==> config.mk <==
export PLATFORM = sky130hd
export DESIGN_NAME = imem_loader_flat
export DESIGN_NICKNAME = d
export VERILOG_FILES = /design/src/rtl/imem_loader_if.sv /design/src/rtl/imem_loader.sv /design/src/flat_wrapper.sv
export SDC_FILE = /design/constraint.sdc
export NUM_CORES = 1
export LEC_CHECK = 0
export CAP_MARGIN = 20
export CORE_MARGIN = 3
export CORE_UTILIZATION = 27
export DETAILED_ROUTE_END_ITERATION = 8
export MAX_ROUTING_LAYER = met4
export PLACE_DENSITY = 0.53
export SYNTH_ARGS = -nofsm -noshare
export SYNTH_HDL_FRONTEND = slang
export SYNTH_SLANG_ARGS = --single-unit
==> constraint.sdc <==
create_clock -name clk -period 2.5 [get_ports clk]
set_input_delay 0.375 -clock clk [delete_from_list [all_inputs] [get_ports clk]]
set_output_delay 0.375 -clock clk [all_outputs]
set_load 0.01 [all_outputs]
==> src/rtl/imem_loader_if.sv <==
// Source-stream and instruction-memory write bundle for imem_loader.
// A word transfers on a rising edge where s_valid && s_ready; the source holds s_data stable while s_valid is high.
interface imem_loader_if #(
    parameter int DATA_W = 32,
    parameter int ADDR_W = 9
);
    logic              s_valid;
    logic [DATA_W-1:0] s_data;
    logic              s_ready;
    logic              we0;
    logic [ADDR_W-1:0] wr_addr0;
    logic [DATA_W-1:0] wr_din0;

    modport master (
        output s_valid, s_data,
        input  s_ready, we0, wr_addr0, wr_din0
    );

    modport slave (
        input  s_valid, s_data,
        output s_ready, we0, wr_addr0, wr_din0
    );
endinterface

==> src/rtl/imem_loader.sv <==
// Streams a program into instruction memory, holds the PC in reset while loading,
// then releases it for an optional cycle budget.
module imem_loader #(
    parameter int DATA_W     = 32,
    parameter int ADDR_W     = 9,
    parameter int MAX_WORDS  = 128,
    parameter int BYTE_ADDR  = 1,
    parameter int PC_HOLD    = 2,
    parameter int RUN_CYCLES = 0
) (
    input  logic              clk,
    input  logic              reset,
    input  logic              start,
    input  logic [ADDR_W-1:0] word_count,
    imem_loader_if.slave      bus,
    output logic              resetpc,
    output logic              busy,
    output logic              done,
    output logic              err,
    output logic [1:0]        state_dbg
);

    typedef enum logic [1:0] {
        S_IDLE    = 2'd0,
        S_LOAD    = 2'd1,
        S_RELEASE = 2'd2,
        S_RUN     = 2'd3
    } state_t;

    state_t            state;
    state_t            state_next;
    logic [ADDR_W-1:0] idx;
    logic [ADDR_W-1:0] wc;
    logic [31:0]       hold_cnt;
    logic [31:0]       run_cnt;

    logic legal;
    logic xfer;
    logic last;
    logic hold_done;
    logic run_exit;
    logic start_load;
    logic reject;

    assign legal     = (word_count != '0) && (32'(word_count) <= 32'(MAX_WORDS));
    assign xfer      = (state == S_LOAD) && bus.s_valid;
    assign last      = xfer && (idx == wc - ADDR_W'(1));
    // RELEASE is entered together with the final write, so that cycle counts toward the hold.
    assign hold_done = (hold_cnt + 32'd1) >= 32'(PC_HOLD);
    assign run_exit  = (RUN_CYCLES != 0) && (run_cnt == 32'(RUN_CYCLES) - 32'd1);

    always_ff @(posedge clk or negedge reset) begin
        if (!reset) begin
            state <= S_IDLE;
        end else begin
            state <= state_next;
        end
    end

    always_comb begin
        state_next = state;
        start_load = 1'b0;
        reject     = 1'b0;
        case (state)
            S_IDLE: begin
                if (start) begin
                    if (legal) begin
                        state_next = S_LOAD;
                        start_load = 1'b1;
                    end else begin
                        reject = 1'b1;
                    end
                end
            end
            S_LOAD: begin
                if (last) begin
                    state_next = S_RELEASE;
                end
            end
            S_RELEASE: begin
                if (hold_done) begin
                    state_next = S_RUN;
                end
            end
            S_RUN: begin
                if (start && legal) begin
                    state_next = S_LOAD;
                    start_load = 1'b1;
                end else begin
                    reject = start;
                    if (run_exit) begin
                        state_next = S_IDLE;
                    end
                end
            end
            default: state_next = S_IDLE;
        endcase
    end

    assign bus.s_ready = (state == S_LOAD);
    assign busy        = (state != S_IDLE);
    assign resetpc     = (state == S_RUN);
    assign state_dbg   = state;

    always_ff @(posedge clk or negedge reset) begin
        if (!reset) begin
            idx          <= '0;
            wc           <= '0;
            hold_cnt     <= '0;
            run_cnt      <= '0;
            bus.we0      <= 1'b0;
            bus.wr_addr0 <= '0;
            bus.wr_din0  <= '0;
            done         <= 1'b0;
            err          <= 1'b0;
        end else begin
            bus.we0 <= xfer;
            done    <= (state == S_RUN) && (state_next == S_IDLE);
            err     <= reject;

            if (start_load) begin
                idx <= '0;
                wc  <= word_count;
            end else if (xfer && !last) begin
                idx <= idx + ADDR_W'(1);
            end

            if (xfer) begin
                bus.wr_addr0 <= (BYTE_ADDR != 0) ? (idx << 2) : idx;
                bus.wr_din0  <= bus.s_data;
            end

            if (state == S_RELEASE && state_next == S_RELEASE) begin
                hold_cnt <= hold_cnt + 32'd1;
            end else begin
                hold_cnt <= '0;
            end

            // Counter restarts from 0 on every entry to RUN and saturates rather than wrapping.
            if (state == S_RUN && state_next == S_RUN) begin
                if (run_cnt != '1) begin
                    run_cnt <= run_cnt + 32'd1;
                end
            end else begin
                run_cnt <= '0;
            end
        end
    end

endmodule
==> src/flat_wrapper.sv <==
// flat-port wrapper written by rule: the top's interface ports become plain ports
module imem_loader_flat 
#(
    parameter int DATA_W     = 32,
    parameter int ADDR_W     = 9,
    parameter int MAX_WORDS  = 128,
    parameter int BYTE_ADDR  = 1,
    parameter int PC_HOLD    = 2,
    parameter int RUN_CYCLES = 0
)
  (clk, reset, start, word_count, resetpc, busy, done, err, state_dbg, bus_s_valid, bus_s_data, bus_s_ready, bus_we0, bus_wr_addr0, bus_wr_din0);
  imem_loader_if #(.DATA_W(DATA_W), .ADDR_W(ADDR_W)) bus_i ();
  input  logic clk;
  input  logic reset;
  input  logic start;
  input  logic [ADDR_W-1:0] word_count;
  output logic resetpc;
  output logic busy;
  output logic done;
  output logic err;
  output logic [1:0] state_dbg;
  input wire logic [$bits(bus_i.s_valid)-1:0] bus_s_valid;
  input wire logic [$bits(bus_i.s_data)-1:0] bus_s_data;
  output wire logic [$bits(bus_i.s_ready)-1:0] bus_s_ready;
  output wire logic [$bits(bus_i.we0)-1:0] bus_we0;
  output wire logic [$bits(bus_i.wr_addr0)-1:0] bus_wr_addr0;
  output wire logic [$bits(bus_i.wr_din0)-1:0] bus_wr_din0;
  assign bus_i.s_valid = bus_s_valid;
  assign bus_i.s_data = bus_s_data;
  assign bus_s_ready = bus_i.s_ready;
  assign bus_we0 = bus_i.we0;
  assign bus_wr_addr0 = bus_i.wr_addr0;
  assign bus_wr_din0 = bus_i.wr_din0;
  imem_loader #(.DATA_W(DATA_W), .ADDR_W(ADDR_W), .MAX_WORDS(MAX_WORDS), .BYTE_ADDR(BYTE_ADDR), .PC_HOLD(PC_HOLD), .RUN_CYCLES(RUN_CYCLES)) u_core (.clk(clk), .reset(reset), .start(start), .word_count(word_count), .bus(bus_i), .resetpc(resetpc), .busy(busy), .done(done), .err(err), .state_dbg(state_dbg));
endmodule
# Word-level counts from Yosys, hierarchy flattened
# Index checks and enable logic that the tools add are counted.
# totals
regBits	94
inputBits	45
out_inout_bits	49
wordCells	49
# classes
n_addsub	3
order_cmp	2
eq_ne	5
muxes	17
reduce_logical	13
# op_table
operator	count
32-bit by 1-bit adder with 32-bit output (second input constant)	1
32-bit by 2-bit greater-or-equal comparator with 1-bit output (second input constant)	1
32-bit two-way mux	1
9-bit two-way mux	2
2-bit two-way mux	5
9-bit by 1-bit adder with 9-bit output (second input constant)	1
9-bit equality test	1
9-bit by 8-bit <= comparator with 1-bit output (second input constant)	1
9-bit nonzero test	1
9-bit by 1-bit subtractor with 9-bit output (second input constant)	1
2-bit one-hot mux with 4 select lines	1
1-bit logical AND	7
2-bit equality test (second input constant)	3
1-bit two-way mux	6
2-bit zero test	2
1-bit one-hot mux with 2 select lines	2
2-bit nonzero test	2
2-bit by 1-bit equality test with 1-bit output (second input constant)	1
1-bit zero test	1

# Logic depth before layout (Yosys ltp)
# logic_depth
word_depth	8
ltp_mapped	9

# Worst setup path before layout
# OpenSTA, ideal clock, no wires.
# synth_timing
path_kind	register -> register
start	register u_core.hold_cnt[0]
end	register u_core.state[0] (netlist: u_core.state_dbg[0])
arrival_ns	2.558
setup_slack_ns	-0.182
stages_incl_launch_ff	10
synth_period_minus_slack_ns	2.682
path_cell_list	dfrtp_1 ha_1 nand4_1 or4_1 buf_2 xnor2_1 nor3b_1 a21oi_1 or4_4 o31a_1
# synth_via
elab_chain_len	4
# synth_lines
item	line	text
start, declared	imem_loader.sv:34	logic [31:0] hold_cnt;
start signal, assigned	imem_loader.sv:134	hold_cnt <= hold_cnt + 32'd1;
32-bit by 1-bit adder with 32-bit output	imem_loader.sv:49	assign hold_done = (hold_cnt + 32'd1) >= 32'(PC_HOLD);
32-bit by 2-bit greater-or-equal comparator with 1-bit output	imem_loader.sv:49	
2-bit two-way mux	imem_loader.sv:81	if (hold_done) begin
2-bit one-hot mux with 4 select lines	imem_loader.sv:64	case (state)
named net u_core.state_next[0]	imem_loader.sv:31	state_t state_next;
end signal, assigned	imem_loader.sv:56	state <= state_next;
end, declared	imem_loader.sv:30	state_t state;
# The timed path passes the listed nets, and every way through them passes these cells.
# A chain may end at the register's enable or synchronous reset.

# Worst setup path after layout
# Ends and elaborated chain as after synthesis.

==> results.py <==
metrics = {
    "run": {
        "drv_cap": 0,
    },
    "logic_synthesis": {
        "mappedNetlistArea_sq_mm": 0.00500,
        "synth.area.top_cells": "dfrtp_1, mux2_2, xor2_1",
        "syn-instance-count": 470,
        "yosysUniqueCellTypes": 65,
        "synthArstFlopShare": 1.00,
        "yosysMostFrequentCell": "dfrtp_1",
        "synth_flop_cell": "dfrtp_1",
        "ys_ff_latch": 94,
        "avgSynthCellArea_sq_um": 10.6,
        "ys_seq_area_frac": 0.471,
        "synth_commonest_cells": "dfrtp_1, nor2_1, mux2_2",
        "netlist.area_leader.share": 0.471,
        "yosysTopAreaCell": "dfrtp_1",
        "synth_edf_count": 0,
        "ys.warnings.count": 0,
    },
    "global_route": {
        "grt_use_met2": 0.222,
        "grt_max_degree": 56,
        "use_met1": 0.159,
        "antenna_found_initial": 0,
        "grt_pass1_vias": 4329,
        "grtUsageMet3": 0.0232,
        "grt-busiest-layer": "met2",
        "gr-usage-all-layers": 0.133,
        "overflow": 0,
        "grt_pass1_wl_um": 21100,
    },
    "sta": {
        "slew-limit-headroom": 0.645,
        "setup_ws_ns": -0.0321,
        "hold_viol": 2,
        "holdWs_ns": -0.00174,
        "skew_ns": 0.00870,
        "setup_viol": 2,
        "finalCritPeriodShare": 1.01,
        "period_needed_ns": 2.53,
        "setup_tns_ns": -0.0339,
        "rsz0062_at_grt": "yes",
        "max_slew.worst_pin.slew_ns": 0.533,
        "slew_viol_final": 0,
        "fmax_mhz": 395,
    },
    "floorplanning": {
        "core_area_sq_mm": 0.0181,
        "die-width_um": 142,
        "die_y_um": 142,
        "start_util": 0.276,
        "die_area_sq_mm": 0.0202,
        "ioPinCount": 94,
        "fp-row-count": 49,
    },
    "placement": {
        "dp_hpwl_um": 9450,
        "port_buffers": 91,
        "placedCellCount": 852,
        "pre_cts_slack_ns": -0.266,
        "gp_congestion": 0.829,
    },
    "power": {
        "power.density_mw_per_mm2": 849,
        "p_total_mw": 6.13,
        "power.leakage_nw": 3.08,
        "vdd_drop_max_v": 0.000336,
    },
    "final_layout": {
        "layout-area-overhead-vs-synth_pct": 44.6,
        "drive_gt1_frac": 0.291,
        "seqCellArea_sq_mm": 0.00235,
        "antenna_cells": 0,
        "fin_nets": 699,
        "final_cell_count_no_fill": 879,
        "fillCellCount": 1746,
        "fin_util": 0.400,
        "multiInputGateArea_sq_mm": 0.00258,
    },
    "setup_path": {
        "cp.arrival_ns": 2.77,
        "cp-startpoint": "u_core.hold_cnt[0]",
        "r2r-start": "u_core.hold_cnt[0]",
        "worst_setup_path_end_kind": "flop",
        "critPathMaxFanout": 5,
        "required_ns": 2.74,
        "worst-setup-path-type": "flop to flop",
        "cp-start-kind": "flop",
    },
    "drt": {
        "drtIter0Drc": 202,
        "viasPerCell": 4.80,
        "ant_nets": 0,
        "num_vias": 4216,
        "wl_um": 12800,
        "route.detailed.drc": 0,
        "wl_per_cell_um": 14.6,
        "firstDrtPassIters": 4,
    },
    "clocking": {
        "cts_tree": "yes",
        "clkTransAtPathRegs_ns": 0.07,
        "insertion_delay_ns": 0.35,
        "root_buffer": "clkbuf_16",
        "cts_buffers": 9,
        "htreeDepth": 3,
        "cts_hold_buf": 0,
        "clk_path_buf_depth": 2,
        "cts.sinks": 94,
    },
    "status": {
        "status": "complete, but fails checks",
        "violations": "hold timing, setup timing",
    },
    "worst_hold_path": {
        "hold_class": "primary input to async pin",
    },
}
logic make-up after synthesis:
| logic type | synth area share |
|---|---|
| multiplexers | 0.112 |
| flip-flops | 0.471 |
| XOR/XNOR | 0.0754 |
| AND/OR/NAND/NOR | 0.218 |
| other | 0.000750 |
| adder cells (fa/ha/maj) | 0.0225 |
| AO/OA/AOI/OAI | 0.0691 |
| buffers and inverters | 0.0318 |
critical path, stage by stage, from the launching register on:
cell	delay, ns
dfrtp_1	0.38
buf_4	0.16
ha_1	0.29
nor4b_1	0.29
nand4_1	0.16
nor4_2	0.32
nand4_1	0.13
or4_4	0.45
o31a_1	0.25
state kept, by name, summed over array words and instances, names as in the netlist:
| register | count |
|---|---|
| u_core.state_dbg | 2 |
| u_core.err | 1 |
| u_core.done | 1 |
| u_core.bus.we0 | 1 |
| u_core.wc | 9 |
| u_core.bus.wr_addr0 | 7 |
| u_core.hold_cnt | 32 |
| u_core.idx | 9 |
| u_core.bus.wr_din0 | 32 |
power breakdown:
group | total (mW) | internal, mW | switching, mW
Clock | 1.42 | 0.788 | 0.634
Sequential | 2.23 | 1.95 | 0.280
Combinational | 2.48 | 1.44 | 1.04
cell usage in the layout, fill, tap and decap left out, types with 3 or more instances in the layout:
cell | netlist | layout
a21oi_1 | 5 | 5
and2_1 | 5 | 5
and3_1 | 9 | 9
buf_12 | 0 | 3
buf_4 | 2 | 89
clkbuf_16 | 0 | 9
clkdlybuf4s50_1 | 0 | 90
clkinv_4 | 0 | 3
dfrtp_1 | 94 | 94
ha_1 | 9 | 8
inv_1 | 15 | 15
mux2_2 | 47 | 47
nand2_1 | 19 | 19
nand2b_1 | 5 | 5
nand3_1 | 18 | 17
nand3_2 | 3 | 4
nand4_1 | 19 | 19
nor2_1 | 52 | 52
nor2b_1 | 10 | 10
nor3_1 | 17 | 16
nor3b_1 | 4 | 3
nor4_1 | 6 | 4
nor4_4 | 2 | 4
o2111ai_1 | 4 | 4
o211ai_1 | 4 | 4
o21a_1 | 3 | 3
o21ai_0 | 5 | 5
or3_1 | 5 | 4
xnor2_1 | 20 | 19
xor2_1 | 23 | 21
metrics by stage:
step                      cell area (sq um)  hold WS [ns]
final                                  7230      -0.00174
after global routing                   7230        0.0317
after CTS                              7100       0.00976
after detailed placement               6750         0.393
after global placement                 6750         0.382
after floorplan                        5000        0.0794
cell type report:
class | count | share of cell area
clock buffers | 9 | 0.0312
clock inverters | 7 | 0.0113
inverters | 16 | 0.00831
multi-input cells | 341 | 0.357
flip-flops and latches | 94 | 0.325
well taps | 229 | 0.0396
repair buffers | 183 | 0.227
final timing paths:
check                                    endpoint  slack, ns  depth (start not counted)
max                           u_core.state_dbg[0]      -0.03                          8
min                                  u_core.wc[1]     -0.002                          1
max reg2reg                   u_core.state_dbg[0]      -0.03                          8
min reg2reg                u_core.bus.wr_addr0[5]       0.51                          1
max in group asynchronous      u_core.hold_cnt[5]       1.82                          2
min in group clk           u_core.bus.wr_addr0[5]       0.51                          1
timing repair:
item / in CTS / in global routing
pin swaps: 6 / 5
hold endpoints to repair: 0 / 0
gates resized for setup: 6 / 9
setup endpoints to repair: 2 / 6
buffers inserted: 2 / 9
layer usage:
metal | wire, um | up-vias | share of wire
li1 | - | 2029 | -
met1 | 5700 | 2083 | 0.44
met2 | 6530 | 85 | 0.51
met3 | 400 | 19 | 0.031
met4 | 193 | 0 | 0.015
met5 | 0 | - | 0
(Power assumes the default switching activity.)
